--- config.mk ---
export PLATFORM = sky130hd
export DESIGN_NAME = alu_md_control
export DESIGN_NICKNAME = d
export VERILOG_FILES = /design/src/rtl/alu_pkg.sv /design/src/rtl/md_iter_core.sv /design/src/rtl/alu_md_control.sv
export SDC_FILE = /design/constraint.sdc
export NUM_CORES = 1
export LEC_CHECK = 0
export BUFFER_PORTS_ARGS = -buffer_cell sky130_fd_sc_hd__buf_2
export CAP_MARGIN = 30
export CELL_PAD_IN_SITES_DETAIL_PLACEMENT = 0
export CELL_PAD_IN_SITES_GLOBAL_PLACEMENT = 1
export CORE_ASPECT_RATIO = 1.75
export CORE_MARGIN = 2
export CORE_UTILIZATION = 41
export DETAILED_ROUTE_END_ITERATION = 12
export GPL_TIMING_DRIVEN = 1
export HOLD_SLACK_MARGIN = 0.02
export PLACE_DENSITY_LB_ADDON = 0.1
export SLEW_MARGIN = 20
export SYNTH_ARGS = -nofsm -noshare
export SYNTH_HDL_FRONTEND = slang
export SYNTH_SLANG_ARGS = --single-unit
--- constraint.sdc ---
create_clock -name clk -period 3.5 [get_ports clk]
set_clock_uncertainty 0.1 [all_clocks]
set_input_delay 0.35 -clock clk [delete_from_list [all_inputs] [get_ports clk]]
set_output_delay 0.35 -clock clk [all_outputs]
set_load 0.02 [all_outputs]
--- src/rtl/alu_pkg.sv ---
// ============================================================================
// Module : alu_pkg
// Brief  : Shared constants and types for the ALU control / multiply-divide.
// Rev    : 1.0  initial release
// ============================================================================
`default_nettype none

package alu_pkg;

    // aluop classes from the main control unit
    localparam logic [2:0] ALUOP_ADD = 3'b000;
    localparam logic [2:0] ALUOP_AND = 3'b001;
    localparam logic [2:0] ALUOP_BEQ = 3'b010;
    localparam logic [2:0] ALUOP_BNE = 3'b011;
    localparam logic [2:0] ALUOP_LUI = 3'b100;
    localparam logic [2:0] ALUOP_OR  = 3'b101;
    localparam logic [2:0] ALUOP_R   = 3'b111;

    localparam logic [3:0] ALU_ADD = 4'b0000;
    localparam logic [3:0] ALU_AND = 4'b0001;
    localparam logic [3:0] ALU_LUI = 4'b0010;
    localparam logic [3:0] ALU_OR  = 4'b0100;
    localparam logic [3:0] ALU_SLL = 4'b0101;
    localparam logic [3:0] ALU_SRL = 4'b0110;
    localparam logic [3:0] ALU_SUB = 4'b0111;
    localparam logic [3:0] ALU_MD  = 4'b1000;
    localparam logic [3:0] ALU_XOR = 4'b1001;
    localparam logic [3:0] ALU_INV = 4'b1111;

    localparam logic [6:0] F7_BASE   = 7'b0000000;
    localparam logic [6:0] F7_ALT    = 7'b0100000;
    localparam logic [6:0] F7_MULDIV = 7'b0000001;

    typedef enum logic [2:0] {
        MD_MUL    = 3'b000,
        MD_MULH   = 3'b001,
        MD_MULHSU = 3'b010,
        MD_MULHU  = 3'b011,
        MD_DIV    = 3'b100,
        MD_DIVU   = 3'b101,
        MD_REM    = 3'b110,
        MD_REMU   = 3'b111
    } md_func3_e;

    typedef enum logic [1:0] {
        ST_IDLE = 2'b00,
        ST_CALC = 2'b01,
        ST_FIX  = 2'b10,
        ST_DONE = 2'b11
    } md_state_e;

    function automatic logic md_signed_a(input logic [2:0] f3);
        return (f3 == MD_MUL) || (f3 == MD_MULH) || (f3 == MD_MULHSU) ||
               (f3 == MD_DIV) || (f3 == MD_REM);
    endfunction

    function automatic logic md_signed_b(input logic [2:0] f3);
        return (f3 == MD_MUL) || (f3 == MD_MULH) || (f3 == MD_DIV) || (f3 == MD_REM);
    endfunction

endpackage

`default_nettype wire

--- src/rtl/md_iter_core.sv ---
// ============================================================================
// Module : md_iter_core
// Brief  : Iterative shift-add multiplier / restoring divider with sign fixup.
// Rev    : 1.0  initial release
// ============================================================================
`default_nettype none

module md_iter_core
    import alu_pkg::*;
#(
    parameter int WIDTH = 32,
    parameter int CNT_W = $clog2(WIDTH) + 1
) (
    input  logic             clk,
    input  logic             reset,
    input  logic             load_i,
    input  logic             calc_i,
    input  logic             fix_i,
    input  logic [2:0]       func3_i,
    input  logic [WIDTH-1:0] operand_a_i,
    input  logic [WIDTH-1:0] operand_b_i,
    output logic             cnt_last_o,
    output logic [WIDTH-1:0] result_o
);

    md_func3_e          op_q;
    logic               neg_a_q, neg_b_q, b_zero_q;
    logic [WIDTH-1:0]   m_q;
    logic [2*WIDTH-1:0] acc_q;
    logic [CNT_W-1:0]   cnt_q;
    logic [WIDTH-1:0]   result_q;

    logic               neg_a_in, neg_b_in, is_div_in;
    logic [WIDTH-1:0]   mag_a_in, mag_b_in;
    logic [WIDTH:0]     mul_sum, div_shift, div_trial;
    logic [2*WIDTH-1:0] acc_step, prod_fix;
    logic [WIDTH-1:0]   quo_fix, rem_fix, fix_result;

    assign is_div_in = func3_i[2];
    assign neg_a_in  = md_signed_a(func3_i) & operand_a_i[WIDTH-1];
    assign neg_b_in  = md_signed_b(func3_i) & operand_b_i[WIDTH-1];
    assign mag_a_in  = neg_a_in ? -operand_a_i : operand_a_i;
    assign mag_b_in  = neg_b_in ? -operand_b_i : operand_b_i;

    // acc holds {high, low}: multiply keeps multiplier in low, divide keeps
    // remainder in high and the dividend shifting out into quotient bits.
    always_comb begin
        mul_sum   = {1'b0, acc_q[2*WIDTH-1:WIDTH]} + (acc_q[0] ? {1'b0, m_q} : '0);
        div_shift = {acc_q[2*WIDTH-1:WIDTH], acc_q[WIDTH-1]};
        div_trial = div_shift - {1'b0, m_q};
        acc_step  = {mul_sum, acc_q[WIDTH-1:1]};
        if (op_q[2]) begin
            if (!div_trial[WIDTH])
                acc_step = {div_trial[WIDTH-1:0], acc_q[WIDTH-2:0], 1'b1};
            else
                acc_step = {div_shift[WIDTH-1:0], acc_q[WIDTH-2:0], 1'b0};
        end
    end

    always_comb begin
        prod_fix = (neg_a_q ^ neg_b_q) ? -acc_q : acc_q;
        quo_fix  = b_zero_q ? '1 :
                   ((neg_a_q ^ neg_b_q) ? -acc_q[WIDTH-1:0] : acc_q[WIDTH-1:0]);
        rem_fix  = neg_a_q ? -acc_q[2*WIDTH-1:WIDTH] : acc_q[2*WIDTH-1:WIDTH];
        case (op_q)
            MD_MUL:                      fix_result = prod_fix[WIDTH-1:0];
            MD_MULH, MD_MULHSU, MD_MULHU: fix_result = prod_fix[2*WIDTH-1:WIDTH];
            MD_DIV, MD_DIVU:             fix_result = quo_fix;
            default:                     fix_result = rem_fix;
        endcase
    end

    always_ff @(posedge clk) begin
        if (!reset) begin
            op_q     <= MD_MUL;
            neg_a_q  <= 1'b0;
            neg_b_q  <= 1'b0;
            b_zero_q <= 1'b0;
            m_q      <= '0;
            acc_q    <= '0;
            cnt_q    <= '0;
            result_q <= '0;
        end else begin
            if (load_i) begin
                op_q     <= md_func3_e'(func3_i);
                neg_a_q  <= neg_a_in;
                neg_b_q  <= neg_b_in;
                b_zero_q <= (operand_b_i == '0);
                m_q      <= is_div_in ? mag_b_in : mag_a_in;
                acc_q    <= {{WIDTH{1'b0}}, (is_div_in ? mag_a_in : mag_b_in)};
                cnt_q    <= CNT_W'(WIDTH);
            end else if (calc_i) begin
                acc_q <= acc_step;
                cnt_q <= cnt_q - CNT_W'(1);
            end
            if (fix_i)
                result_q <= fix_result;
        end
    end

    assign cnt_last_o = (cnt_q == CNT_W'(1));
    assign result_o   = result_q;

endmodule

`default_nettype wire

--- src/rtl/alu_md_control.sv ---
// ============================================================================
// Module : alu_md_control
// Brief  : ALU operation decode plus RV32M multiply/divide sequencing.
// Rev    : 1.0  initial release
// ============================================================================
`default_nettype none

module alu_md_control
    import alu_pkg::*;
#(
    parameter int         WIDTH   = 32,
    parameter int         CNT_W   = $clog2(WIDTH) + 1,
    parameter logic [2:0] R_ALUOP = 3'b111
) (
    input  logic             clk,
    input  logic             reset,
    input  logic [2:0]       aluop,
    input  logic [2:0]       func3,
    input  logic [6:0]       func7,
    input  logic             start,
    input  logic [WIDTH-1:0] operand_a,
    input  logic [WIDTH-1:0] operand_b,
    output logic [3:0]       aluoperation,
    output logic             md_busy,
    output logic             md_done,
    output logic [WIDTH-1:0] md_result,
    output logic             md_stall
);

    md_state_e state_q, state_d;
    logic      md_op, accept, load, calc, fix, cnt_last;

    always_comb begin
        aluoperation = ALU_INV;
        if (aluop == R_ALUOP) begin
            if (func7 == F7_BASE) begin
                case (func3)
                    3'b000:  aluoperation = ALU_ADD;
                    3'b111:  aluoperation = ALU_AND;
                    3'b110:  aluoperation = ALU_OR;
                    3'b001:  aluoperation = ALU_SLL;
                    3'b101:  aluoperation = ALU_SRL;
                    3'b100:  aluoperation = ALU_XOR;
                    default: aluoperation = ALU_INV;
                endcase
            end else if (func7 == F7_ALT && func3 == 3'b000) begin
                aluoperation = ALU_SUB;
            end else if (func7 == F7_MULDIV) begin
                aluoperation = ALU_MD;
            end
        end else begin
            case (aluop)
                ALUOP_ADD:            aluoperation = ALU_ADD;
                ALUOP_AND:            aluoperation = ALU_AND;
                ALUOP_LUI:            aluoperation = ALU_LUI;
                ALUOP_OR:             aluoperation = ALU_OR;
                ALUOP_BEQ, ALUOP_BNE: aluoperation = ALU_SUB;
                default:              aluoperation = ALU_INV;
            endcase
        end
    end

    assign md_op  = (aluop == R_ALUOP) && (func7 == F7_MULDIV);
    assign accept = (state_q == ST_IDLE) && start && md_op;

    always_ff @(posedge clk) begin
        if (!reset)
            state_q <= ST_IDLE;
        else
            state_q <= state_d;
    end

    always_comb begin
        state_d = state_q;
        load    = 1'b0;
        calc    = 1'b0;
        fix     = 1'b0;
        case (state_q)
            ST_IDLE: begin
                if (accept) begin
                    load    = 1'b1;
                    state_d = ST_CALC;
                end
            end
            ST_CALC: begin
                calc = 1'b1;
                if (cnt_last)
                    state_d = ST_FIX;
            end
            ST_FIX: begin
                fix     = 1'b1;
                state_d = ST_DONE;
            end
            default: state_d = ST_IDLE;
        endcase
    end

    assign md_busy  = (state_q == ST_CALC) || (state_q == ST_FIX);
    assign md_done  = (state_q == ST_DONE);
    assign md_stall = accept || md_busy;

    md_iter_core #(
        .WIDTH (WIDTH),
        .CNT_W (CNT_W)
    ) u_core (
        .clk         (clk),
        .reset       (reset),
        .load_i      (load),
        .calc_i      (calc),
        .fix_i       (fix),
        .func3_i     (func3),
        .operand_a_i (operand_a),
        .operand_b_i (operand_b),
        .cnt_last_o  (cnt_last),
        .result_o    (md_result)
    );

endmodule

`default_nettype wire

# After elaboration in Yosys (flattened, before gate mapping)
# Cells that the tools add are included.
[word_totals]
elab_cells = 101
input_bits = 80
regBits = 142
output_inout_bits = 39
[op_classes]
n_reduce_logical = 24
eq_ne = 25
n_mux = 29
bitwise_logic = 4
addsub = 8
[op_table]
columns = ["cell", "n"]
rows = [
  ["32-bit two-way mux", 10],
  ["64-bit two-way mux", 3],
  ["32-bit negation", 4],
  ["32-bit one-hot mux with 3 select lines", 1],
  ["64-bit negation", 1],
  ["32-bit by 32-bit adder with 33-bit output", 1],
  ["33-bit by 32-bit subtractor with 33-bit output", 1],
  ["32-bit zero test", 1],
  ["3-bit equality test, second input constant", 9],
  ["4-bit one-hot mux with 6 select lines", 1],
  ["4-bit one-hot mux with 5 select lines", 1],
  ["3-bit by 2-bit equality test with 1-bit output, second input constant", 5],
  ["4-bit two-way mux", 3],
  ["6-bit two-way mux", 2],
  ["3-bit by 1-bit equality test with 1-bit output, second input constant", 3],
  ["3-bit zero test", 3],
  ["1-bit logical OR", 8],
  ["7-bit by 1-bit equality test with 1-bit output, second input constant", 1],
  ["7-bit by 6-bit equality test with 1-bit output, second input constant", 1],
  ["7-bit zero test", 1],
  ["6-bit by 1-bit equality test with 1-bit output, second input constant", 1],
  ["2-bit one-hot mux with 3 select lines", 1],
  ["2-bit OR reduction", 3],
  ["6-bit by 1-bit subtractor with 6-bit output, second input constant", 1],
  ["other kinds (14)", 24],
]

# Longest topological paths before layout
# Gate-level depths: netlist (run 1).
[logic_depth]
depth_word = 9
depth_mapped = 15
mapped_depth_nobuf = 13

# By module
# Synthesis (run 1) repeated with hierarchy kept, for this count alone.
[hier_totals]
hier_cells = 2031
hier_area_um2 = 14530.2
[by_module_without_submodules]
columns = ["module", "seq_area_each_um2", "area_each_um2", "cells_per_inst", "n_inst"]
rows = [
  ["md_iter_core", 2802.7, 14164.8, 1984, 1],
  ["alu_md_control", 40.0, 365.4, 47, 1],
]

# Least setup slack after synthesis (run 1)
# No wires, ideal clock.
[synth_path]
path_type = "reg-to-reg"
from = "register u_core.acc_q[0]"
to = "register u_core.acc_q[57]"
setup_time_ns = 0.093
stages_incl_launch_ff = 13
period_less_slack_ns = 3.312
n_path_buf = 0
arrival_time_ns = 3.120
slack_ns = 0.188
required_ns = 3.307
path_cell_list = "dfxtp_1 and2_1 ha_1 fa_1 a211oi_1 o211ai_1 a221o_1 a31o_2 a21o_1 o41ai_1 xnor2_1 o21ai_0 o32ai_1"
[synth_via]
elab_chain_cells = 3
[synth_lines]
columns = ["item", "line", "source"]
rows = [
  ["start, declared", "md_iter_core.sv:29", "logic [2*WIDTH-1:0] acc_q;"],
  ["start signal, assigned", "md_iter_core.sv:90", "acc_q <= {{WIDTH{1'b0}}, (is_div_in ? mag_a_in : mag_b_in)};"],
  ["start signal, assigned", "md_iter_core.sv:93", "acc_q <= acc_step;"],
  ["32-bit two-way mux", "md_iter_core.sv:48", "mul_sum = {1'b0, acc_q[2*WIDTH-1:WIDTH]} + (acc_q[0] ? {1'b0, m_q} : '0);"],
  ["32-bit by 32-bit adder with 33-bit output", "md_iter_core.sv:48", ""],
  ["64-bit two-way mux", "md_iter_core.sv:52", "if (op_q[2]) begin"],
]
# No other way between the ends.
# A chain may end at the register's enable or synchronous reset.

# Worst setup path in the final report (run 1)
[layout_path]
from = "register u_core.m_q[0]"
to = "register u_core.acc_q[61]"
[layout_via]
elab_chain_cells = 3
[layout_lines]
columns = ["item", "line", "source"]
rows = [
  ["start, declared", "md_iter_core.sv:28", "logic [WIDTH-1:0] m_q;"],
  ["start signal, assigned", "md_iter_core.sv:89", "m_q <= is_div_in ? mag_b_in : mag_a_in;"],
  ["33-bit by 32-bit subtractor with 33-bit output / 32-bit two-way mux (equally long branches)", "md_iter_core.sv:50, md_iter_core.sv:48", ""],
  ["64-bit two-way mux / 32-bit by 32-bit adder with 33-bit output (equally long branches)", "md_iter_core.sv:53, md_iter_core.sv:48", ""],
  ["64-bit two-way mux *", "md_iter_core.sv:52", ""],
]
# Every way passes the cells marked *; elsewhere a longest branch is shown, timed or not.

==> out/results.ini, run 1 <==
[grt]
grt_pass1_vias=14700
antenna_found_initial=0
grt_use_total_pct=29.3
wire_length_of_the_first_global_routing_pass_mm=81.8
globalRouteOverflowTotal=0
grt_start_max_net_pins=76

[critical_path]
worst_setup_path_end_kind=flip-flop
worst_r2r_startpoint=u_core.m_q[0]
timing.critical_path.required_ns=3.74
critical_path_data_arrival_time_ns=3.72
setup.worst_path.start=u_core.m_q[0]
critPathKind=flip-flop to flip-flop
crit_path_max_fanout=4
cp-start-kind=flip-flop

[synth]
ys.warnings.count=0
avgSynthCellArea_um2=7.16
postSynthNetCount=2135
netlist_instances=1979
async_reset_ff_share_pct=0
share_of_the_yosys_chip_area_belonging_to_registers_pct=20.1
synth_enable_flop_cells=0
ys_ff_latch=142
synth_largest_type_area_fraction_pct=20.1
mappedNetlistArea_um2=14200
ys_dominant_reg_cell=dfxtp_1
synth_top_cell_by_area=dfxtp_1
synth_area_leaders=dfxtp_1 20%, a21oi_1 6.8%, ha_1 6.5%
synth.distinct_cells=83

[place]
port_buffers=118
detailedPlacementHpwl_mm=42.1
place_inst=2564
gp_congestion=1.06
place_area_um2=16000

[run_status]
status=finished, final reports clean

[pwr]
leakagePower_nw=6.98
peak_supply_drop_uv=344
power.density_cell_area_nw_per_um2=342

[timing]
final_hold_viol_count=0
rsz0062_at_grt=yes
hold_ws_ns=0.116
fin_crit_sh_pct=99.5
worst_slew_margin_rel_pct=44.3
final.min_clock_period_ns=3.48
finalSetupViolCount=0
timing.final.max_slew_violations=0
achievable-frequency_ghz=0.287
transition_time_at_the_pin_with_the_least_slew_margin_ns=0.835
fin_tns_setup_ns=0

[routing]
vias_per_cell=5.75
detailroute.via_count=15000
detailedRoute.firstIterationViolations=903
dr_wl_cell_um=20.3
post-route-drc-count=0
wl_mm=53.0
drt.antenna.violating_nets=0
detail_route.first_pass.iterations=5

[floorplan]
io_pins=119
die_h_um=250
placementRows=90
die_area_um2=36100
placeableCoreArea_um2=34200
initial_utilization_pct=41.4
die_width_um=145

[cells_and_area]
post_route_cells_drive_above_1_share_pct=18.0
filler_cell_count=3610
finish.utilization_pct=49.3
nNetsFinal=2289
area_growth_pct=19.1
antenna_cells_inserted=0
finish.instance_area_um2=16900
final_cell_count_no_fill=2606

[clock_network]
numClockSinks=142
htreeDepth=4
clk_pin_slew_worst_paths_ns=0.06
insertion_delay_ns=0.45
cts_buffers=17
tritoncts=done
cts-root-to-sink-buffers=2
hold_buffers=0
clock-root-buffer=clkbuf_16

[worst_hold_path]
hp-class=input port to flip-flop
worstHoldStart=operand_b[31]

[flow_run]
max_cap_violations=0

critical path, stage by stage, from the launching register on:
cell,delay [ns]
dfxtp_1,0.31
and2_4,0.16
ha_4,0.16
fa_2,0.41
a211oi_2,0.29
o211ai_1,0.13
a221o_1,0.36
a31o_4,0.27
a21o_1,0.21
buf_6,0.14
nand3_4,0.08
a31oi_4,0.09
or4_4,0.54
nand3_2,0.08
a211oi_2,0.04
layout by cell type (no fill, tap or decap), types with 41 or more instances in the layout:
cell	synthesis	final
a21o_1	44	44
a21oi_1	193	185
buf_2	14	118
buf_4	0	151
dfxtp_1	142	140
ha_1	74	71
inv_1	66	66
mux2i_1	41	41
nand2_1	205	205
nor2_1	191	190
nor3_1	41	41
o211ai_1	44	44
o21ai_0	146	142
xnor2_1	103	101
xor2_1	96	95
layer usage:
metal	routed length [µm]	vias to the layer above	GRT usage (%)
met3	2020	107	3.65
met4	2550	0	12.8
met2	27400	413	53.1
met5	0	-	0
li1	-	7442	-
met1	21000	7021	33.7
path summary, 6_finish.rpt:
kind                               to  slack (ns)  cells after the start
setup / recovery     u_core.acc_q[61]        0.02                     14
hold / removal         u_core.m_q[31]        0.12                      3
setup reg to reg     u_core.acc_q[61]        0.02                     14
hold reg to reg   u_core.result_o[15]        0.34                      2
timing repair:
item	in CTS	in global routing
hold endpoints to repair	0	0
endpoints found under the setup margin	14	23
pin swaps	7	18
cloned	2	0
setup buffers	5	3
resized for setup	12	40
registers in the layout (all words and copies together) (netlist names):
register	flops
u_core.acc_q	64
u_core.m_q	32
u_core.result_o	32
u_core.cnt_q	6
u_core.op_q	3
state_q	2
u_core.b_zero_q	1
u_core.neg_a_q	1
u_core.neg_b_q	1
area by class of cell:
type	count	area, µm²	share of cell area (%)
Multi-Input combinational cell	1626	10800	63.7
Clock buffer	22	464	2.75
Tap cell	460	576	3.41
Inverter	68	255	1.51
Timing Repair Buffer	278	1900	11.2
Clock inverter	10	82.6	0.489
Sequential cell	142	2850	16.9
stage by stage:
stage               setup slack (ns)  power (mW)
finish                        0.0173        5.77
global route                 -0.0956        6.01
CTS                           0.0134        5.72
detailed placement            -0.173        3.79
global placement              -0.151        3.79
floorplan                      0.188        3.03
cell families (layout without fill, tap and decap cells):
family | count (synthesis) | in the layout | synth area share, %
flip-flops | 142 | 142 | 20.1
AND/OR/NAND/NOR | 628 | 628 | 21.1
buffers and inverters | 211 | 378 | 5.84
XOR/XNOR | 199 | 199 | 12.3
adder cells (fa/ha/maj) | 76 | 76 | 6.82
multiplexers | 50 | 50 | 3.61
AO/OA/AOI/OAI | 673 | 673 | 30.2
report_power, final:
part | switching (mW) | internal, mW | total (mW) | leakage [nW]
Combinational | 1.34 | 1.02 | 2.36 | 5.59
Clock | 0.780 | 0.950 | 1.73 | 0.254
Sequential | 0.0349 | 1.64 | 1.68 | 1.14
synth_stat cells (7+ instances only):
library cell  count
clkbuf_1        115
nand4_1          13
xnor2_1         103
a211oi_1         33
nand2_1         205
a21o_1           44
buf_2            14
nand2b_1         12
mux2i_1          41
a21boi_0         19
a31oi_1          19
mux2_2            9
xor2_1           96
nor3_1           41
o22ai_1          15
nor2_1          191
nor2b_1          21
inv_1            66
a21oi_1         193
or4_1            13
o31ai_1          16
o211ai_1         44
and3_1            8
ha_1             74
buf_1            10
o41ai_1           9
o21ai_0         146
a32o_1           10
dfxtp_1         142
o221ai_1         12
nor4_1           15
a221oi_1         21
nand3_1          32
and2_1           19
or2_1             7
or3_1            17
o21a_1           16
o21ai_1          16
(Power assumes the default switching activity.)
==> run 2, diff against run 1 <==
CTS_CLUSTER_SIZE = 40   (was default)
clock period = 2.9 ns   (was 3.5 ns; I/O delays follow)
==> run 2 against run 1 <==
Effect of this change: the run now ends with setup timing left; die area is the same; sequential share of layout area fell by 2.0 points; first-iteration DRC count down 18%; critical path depth is the same; critical path type unchanged; critical endpoint is now u_core.acc_q[55]; largest cell class unchanged; largest power group unchanged.
==> out/results.ini, run 2 (synthesis gave the netlist of run 1 again) <==
[critical_path]
cell_family_with_the_largest_share_of_critical_path_delay=compound AO/OA/AOI/OAI gates  ; unchanged
worst_r2r_startpoint=u_core.acc_q[0]  ; was u_core.m_q[0]
worst_setup_path_end_kind=flip-flop  ; unchanged
r2r_slack_ns=-0.38  ; was 0.02 ns
r2r_end=u_core.acc_q[55]  ; was u_core.acc_q[61]
setup.worst_path.start=u_core.acc_q[0]  ; was u_core.m_q[0]
critical_path.endpoint=u_core.acc_q[55]  ; was u_core.acc_q[61]
slowest_stage=a221o_1  ; was or4_4
timing.critical_path.required_ns=3.17  ; was 3.74 ns
worst_path_cell_trace=and2_4, ha_4, fa_2, a211oi_2, o211ai_1, a221o_1, a31o_4, a21o_4, buf_6, nor2_4, buf_4, xnor2_1, o221ai_1, a21oi_1  ; was and2_4, ha_4, fa_2, a211oi_2, o211ai_1, a221o_1, a31o_4, a21o_1, buf_6, nand3_4, a31oi_4, or4_4, nand3_2, a211oi_2
critPathBufInv=2  ; was 1
crit_path_max_fanout=3  ; was 4
rr_worst_depth=14  ; unchanged
cp-start-kind=flip-flop  ; unchanged
critical-path-max-stage-delay_ns=0.37  ; was 0.54 ns
critPathKind=flip-flop to flip-flop  ; unchanged
critical_path_data_arrival_time_ns=3.55  ; was 3.72 ns
critical_path_cell_count=14  ; unchanged

[worst_hold_path]
hp-class=input port to flip-flop  ; unchanged

[routing]
drt.antenna.violating_nets=0  ; unchanged
dr_wl_cell_um=19.7  ; was 20.3 µm
detail_route.first_pass.iterations=5  ; unchanged
detailedRoute.firstIterationViolations=736  ; was 903
wl_mm=56.1  ; was 53.0 mm
vias_per_cell=5.62  ; was 5.75
post-route-drc-count=0  ; unchanged
detailroute.via_count=16000  ; was 15,000

[floorplan]
die_h_um=250  ; unchanged
placeableCoreArea_um2=34200  ; unchanged
die_area_um2=36100  ; unchanged
placementRows=90  ; unchanged
io_pins=119  ; unchanged
initial_utilization_pct=41.4  ; unchanged
die_width_um=145  ; unchanged

[timing]
rsz0062_at_grt=yes  ; unchanged
final.min_clock_period_ns=3.28  ; was 3.48 ns
fin_tns_setup_ns=-6.78  ; was 0 ns
fin_crit_sh_pct=113  ; was 99.5%
worst_slew_margin_rel_pct=33.7  ; was 44.3%
postLayoutSetupSlackWorst_ns=-0.381  ; was 0.0173 ns
timing.final.max_slew_violations=0  ; unchanged
transition_time_at_the_pin_with_the_least_slew_margin_ns=0.989  ; was 0.835 ns
finalSetupViolCount=37  ; was 0
achievable-frequency_ghz=0.305  ; was 0.287 GHz
final_hold_viol_count=0  ; unchanged

[cells_and_area]
area.sequential_um2=2880  ; was 2850 µm²
antenna_cells_inserted=0  ; unchanged
mostFrequentLayoutCells=359 x buf_4, 196 x nand2_1, 181 x nor2_1  ; was 205 x nand2_1, 190 x nor2_1, 185 x a21oi_1
layout.cells.most_common=buf_4  ; was nand2_1
finish.utilization_pct=56.6  ; was 49.3%
largest_reg_flops=64  ; unchanged
post_route_cells_drive_above_1_share_pct=30.0  ; was 18.0%
nNetsFinal=2526  ; was 2,289
multiInputGateArea_um2=11200  ; was 10,800 µm²
area_growth_pct=36.8  ; was 19.1%
filler_cell_count=3391  ; was 3,610
finish.instance_area_um2=19400  ; was 16,900 µm²
max_flop_register=u_core.acc_q  ; unchanged

[grt]
wire_length_of_the_first_global_routing_pass_mm=86.7  ; was 81.8 mm
globalRouteOverflowTotal=0  ; unchanged
grt_start_max_net_pins=99  ; was 76
grt_pass1_vias=16100  ; was 14,700
antenna_found_initial=0  ; unchanged
grt_use_total_pct=31.2  ; was 29.3%

[place]
place_ws_ns=-0.493  ; was -0.173 ns
place_area_um2=17700  ; was 16,000 µm²
port_buffers=118  ; unchanged
detailedPlacementHpwl_mm=44.6  ; was 42.1 mm
gp_congestion=0.947  ; was 1.06

[clock_network]
htreeDepth=4  ; unchanged
clock-root-buffer=clkbuf_16  ; unchanged
cts-root-to-sink-buffers=2  ; unchanged
cts_buffers=17  ; unchanged
numClockSinks=142  ; unchanged
insertion_delay_ns=0.45  ; about the same
tritoncts=done  ; unchanged
clk_pin_slew_worst_paths_ns=0.07  ; was 0.06 ns

[pwr]
peak_supply_drop_uv=389  ; was 344 µV
leakagePower_nw=8.36  ; was 6.98 nW
power.density_cell_area_nw_per_um2=403  ; was 342 nW/µm²
post-layout-total-power_mw=7.80  ; was 5.77 mW

[run_status]
status=complete, but fails checks  ; was finished, final reports clean
failing_checks=setup timing

[flow_run]
max_cap_violations=0  ; unchanged

-- run 2: metal layers --
layer | global-route usage, % | routed length [µm]
met1 | 35.3 | 22100
met2 | 55.7 | 28700
met3 | 3.34 | 1900
met4 | 17.4 | 3390
met5 | 0 | 0
-- run 2: tightest hold or removal path: stages --
cell and delay, ns:
buf_2 0.13, nand3_1 0.08, a21oi_1 0.06
-- run 2: worst min path at each step --
stage                        start                   to  slack [ns]  cells past startpoint
6_report             operand_b[31]       u_core.m_q[31]        0.05                      3
5_1_grt              operand_b[31]       u_core.m_q[31]        0.04                      3
4_1_cts              operand_b[31]       u_core.m_q[31]        0.03                      3
3_5_place_dp   u_core.result_o[15]  u_core.result_o[15]        0.33                      2
3_3_place_gp   u_core.result_o[15]  u_core.result_o[15]        0.33                      2
2_1_floorplan       u_core.m_q[30]       u_core.m_q[30]        0.33                      2
-- run 2: cell type report --
cell class / instances / share of cell area, %
multi-input combinational: 1626 / 57.9
timing repair buffer: 515 / 19.9
clock inverter: 13 / 0.672
tap: 460 / 2.97
clock buffer: 19 / 2.34
inverter: 68 / 1.37
sequential: 142 / 14.9
-- run 2: timing repair --
action | 4_1_cts | 5_1_grt
pin swaps | 58 | 41
hold endpoints to repair | 0 | 0
hold buffers | 0 | 0
setup endpoints to repair | 50 | 56
resized for setup | 119 | 80
cloned | 2 | 1
setup buffers | 15 | 12
-- run 2: report_power, final --
| group | internal [mW] | switching (mW) | total (mW) |
|---|---|---|---|
| logic | 1.72 | 1.85 | 3.57 |
| clock network | 1.24 | 0.971 | 2.21 |
| registers | 1.98 | 0.0368 | 2.01 |
-- run 2: stage by stage --
step           cells  hold slack [ns]
2_1_floorplan   1979            0.334
3_3_place_gp    2781            0.326
4_1_cts         2831           0.0329
5_1_grt         2843           0.0435
3_5_place_dp    2782            0.333
6_report        2843           0.0482
==> run 3, diff against run 2 <==
CORE_MARGIN = 3   (was 2)
==> run 3 against run 2 <==
Effect of this change: the run still ends with setup timing left; design area is 1.4% higher; highest routed layer unchanged; global-route usage is 1.6 points lower; critical endpoint is now u_core.acc_q[48]; critical path type unchanged; utilization grew 1.4 points.
==> out/results.ini, run 3 (synthesis gave the netlist of run 1 again) <==
[pwr]
peak_supply_drop_uv=326  ; was 389 µV
power.density_cell_area_nw_per_um2=417  ; was 403 nW/µm²
leakagePower_nw=8.51  ; was 8.36 nW
post-layout-total-power_mw=8.19  ; was 7.80 mW

[clock_network]
insertion_delay_ns=0.45  ; about the same
clock-root-buffer=clkbuf_16  ; unchanged
clk_pin_slew_worst_paths_ns=0.07  ; about the same
numClockSinks=142  ; unchanged
tritoncts=done  ; unchanged
cts_buffers=17  ; unchanged
cts-root-to-sink-buffers=2  ; unchanged
htreeDepth=4  ; unchanged

[floorplan]
die_width_um=147  ; was 145 µm
placeableCoreArea_um2=33900  ; was 34,200 µm²
die_h_um=252  ; was 250 µm
io_pins=119  ; unchanged
die_area_um2=36900  ; was 36,100 µm²
initial_utilization_pct=41.8  ; was 41.4%
placementRows=89  ; was 90

[cells_and_area]
layout.cells.most_common=buf_4  ; unchanged
largest_reg_flops=64  ; unchanged
filler_cell_count=3303  ; was 3,391
max_flop_register=u_core.acc_q  ; unchanged
finish.utilization_pct=58.0  ; was 56.6%
antenna_cells_inserted=0  ; unchanged
nNetsFinal=2549  ; was 2,526
post_route_cells_drive_above_1_share_pct=31.2  ; was 30.0%
area_growth_pct=38.7  ; was 36.8%
mostFrequentLayoutCells=383 x buf_4, 191 x nand2_1, 183 x nor2_1  ; was 359 x buf_4, 196 x nand2_1, 181 x nor2_1

[critical_path]
slowest_stage=fa_2  ; was a221o_1
r2r_end=u_core.acc_q[48]  ; was u_core.acc_q[55]
critPathKind=flip-flop to flip-flop  ; unchanged
r2r_slack_ns=-0.32  ; was -0.38 ns
worst_path_cell_trace=inv_2, ha_4, fa_2, nor2b_2, o31a_1, o21ai_2, nor4_2, buf_4, o21ai_4, a31oi_1, buf_4, xnor2_4, buf_12, buf_12, mux2_4, a21oi_2, nor2_1  ; was and2_4, ha_4, fa_2, a211oi_2, o211ai_1, a221o_1, a31o_4, a21o_4, buf_6, nor2_4, buf_4, xnor2_1, o221ai_1, a21oi_1
cp-start-kind=flip-flop  ; unchanged
worst_r2r_startpoint=u_core.acc_q[31]  ; was u_core.acc_q[0]
rr_worst_depth=17  ; was 14
critical_path_data_arrival_time_ns=3.46  ; was 3.55 ns
worst_setup_path_end_kind=flip-flop  ; unchanged
cell_family_with_the_largest_share_of_critical_path_delay=buffers and inverters  ; was compound AO/OA/AOI/OAI gates
crit_path_max_fanout=6  ; was 3
timing.critical_path.required_ns=3.13  ; was 3.17 ns
critical-path-max-stage-delay_ns=0.35  ; was 0.37 ns
critPathBufInv=5  ; was 2

[worst_hold_path]
worstHoldPathCells=3  ; unchanged
worstHoldStart=operand_b[31]  ; unchanged
worst_hold_path.endpoint=u_core.m_q[31]  ; unchanged
hp-class=input port to flip-flop  ; unchanged

[grt]
grt_pass1_vias=15800  ; was 16,100
wire_length_of_the_first_global_routing_pass_mm=86.2  ; was 86.7 mm
globalRouteOverflowTotal=0  ; unchanged
grt_start_max_net_pins=99  ; unchanged
antenna_found_initial=0  ; unchanged
grt_use_total_pct=29.6  ; was 31.2%

[timing]
final_hold_viol_count=0  ; unchanged
postLayoutSetupSlackWorst_ns=-0.325  ; was -0.381 ns
timing.final.max_slew_violations=0  ; unchanged
transition_time_at_the_pin_with_the_least_slew_margin_ns=0.931  ; was 0.989 ns
worst_slew_margin_rel_pct=37.6  ; was 33.7%
fin_tns_setup_ns=-8.86  ; was -6.78 ns
achievable-frequency_ghz=0.310  ; was 0.305 GHz
final.min_clock_period_ns=3.22  ; was 3.28 ns
fin_crit_sh_pct=111  ; was 113%
rsz0062_at_grt=yes  ; unchanged
finalSetupViolCount=37  ; unchanged

[run_status]
failing_checks=setup timing  ; unchanged
status=complete, but fails checks  ; unchanged

[routing]
wl_mm=56.9  ; was 56.1 mm
detailroute.via_count=16200  ; was 16,000
vias_per_cell=5.66  ; was 5.62
dr_wl_cell_um=19.9  ; was 19.7 µm
post-route-drc-count=0  ; unchanged
detail_route.first_pass.iterations=5  ; unchanged
drt.antenna.violating_nets=0  ; unchanged
detailedRoute.firstIterationViolations=805  ; was 736

[place]
detailedPlacementHpwl_mm=45.2  ; was 44.6 mm
gp_congestion=1.01  ; was 0.947
place_ws_ns=-0.540  ; was -0.493 ns
port_buffers=118  ; unchanged

[flow_run]
max_cap_violations=0  ; unchanged

## run 3: cell type report
| type | count | area [µm²] | share of cell area [%] |
|---|---|---|---|
| multi-input combinational | 1626 | 11300 | 57.4 |
| clock inverter | 12 | 208 | 1.06 |
| tap | 455 | 569 | 2.90 |
| clock buffer | 19 | 433 | 2.20 |
| timing repair buffer | 538 | 4020 | 20.5 |
| sequential | 142 | 2870 | 14.6 |
| inverter | 68 | 263 | 1.34 |
## run 3: repair_timing
item	CTS	global route
resized for setup	153	58
hold buffers	0	0
pin swaps	66	52
setup buffers	18	10
cloned	2	0
endpoints found under the setup margin	50	54
## run 3: worst min-delay path, stage by stage
cell,delay (ns)
buf_2,0.13
nand3_1,0.08
a21oi_1,0.05
## run 3: metal layers
| metal | share of wire, % | track usage, % | up-vias |
|---|---|---|---|
| met5 | 0 | 0 | - |
| met4 | 4.9 | 15.2 | 0 |
| met3 | 3.6 | 2.71 | 129 |
| met2 | 53 | 55.7 | 456 |
| met1 | 39 | 32.7 | 7642 |
| li1 | - | - | 7955 |
## run 3: stage by stage
step	area (µm²)	hold WS, ns	cells
floorplan	14200	0.334	1979
finish	19600	0.0601	2860
detailed placement	17900	0.333	2798
CTS	19300	0.0410	2849
global route	19600	0.0622	2860
global placement	17900	0.324	2798
## run 3: worst max-delay path by stage
stage	startpoint	to	cells past startpoint	slack, ns
after floorplan	u_core.acc_q[0]	u_core.acc_q[61]	13	-0.15
after global placement	u_core.m_q[2]	u_core.acc_q[35]	15	-0.51
after detailed placement	u_core.m_q[2]	u_core.acc_q[62]	15	-0.54
after CTS	u_core.m_q[0]	u_core.acc_q[61]	13	-0.31
after global routing	u_core.acc_q[31]	u_core.acc_q[32]	18	-0.49
final	u_core.acc_q[31]	u_core.acc_q[48]	17	-0.32
## run 3: report_power, final
part	total, mW	switching (mW)	internal (mW)
combinational	3.70	1.90	1.80
sequential	2.02	0.0375	1.98
clock	2.47	0.936	1.53
total	8.19	2.87	5.32
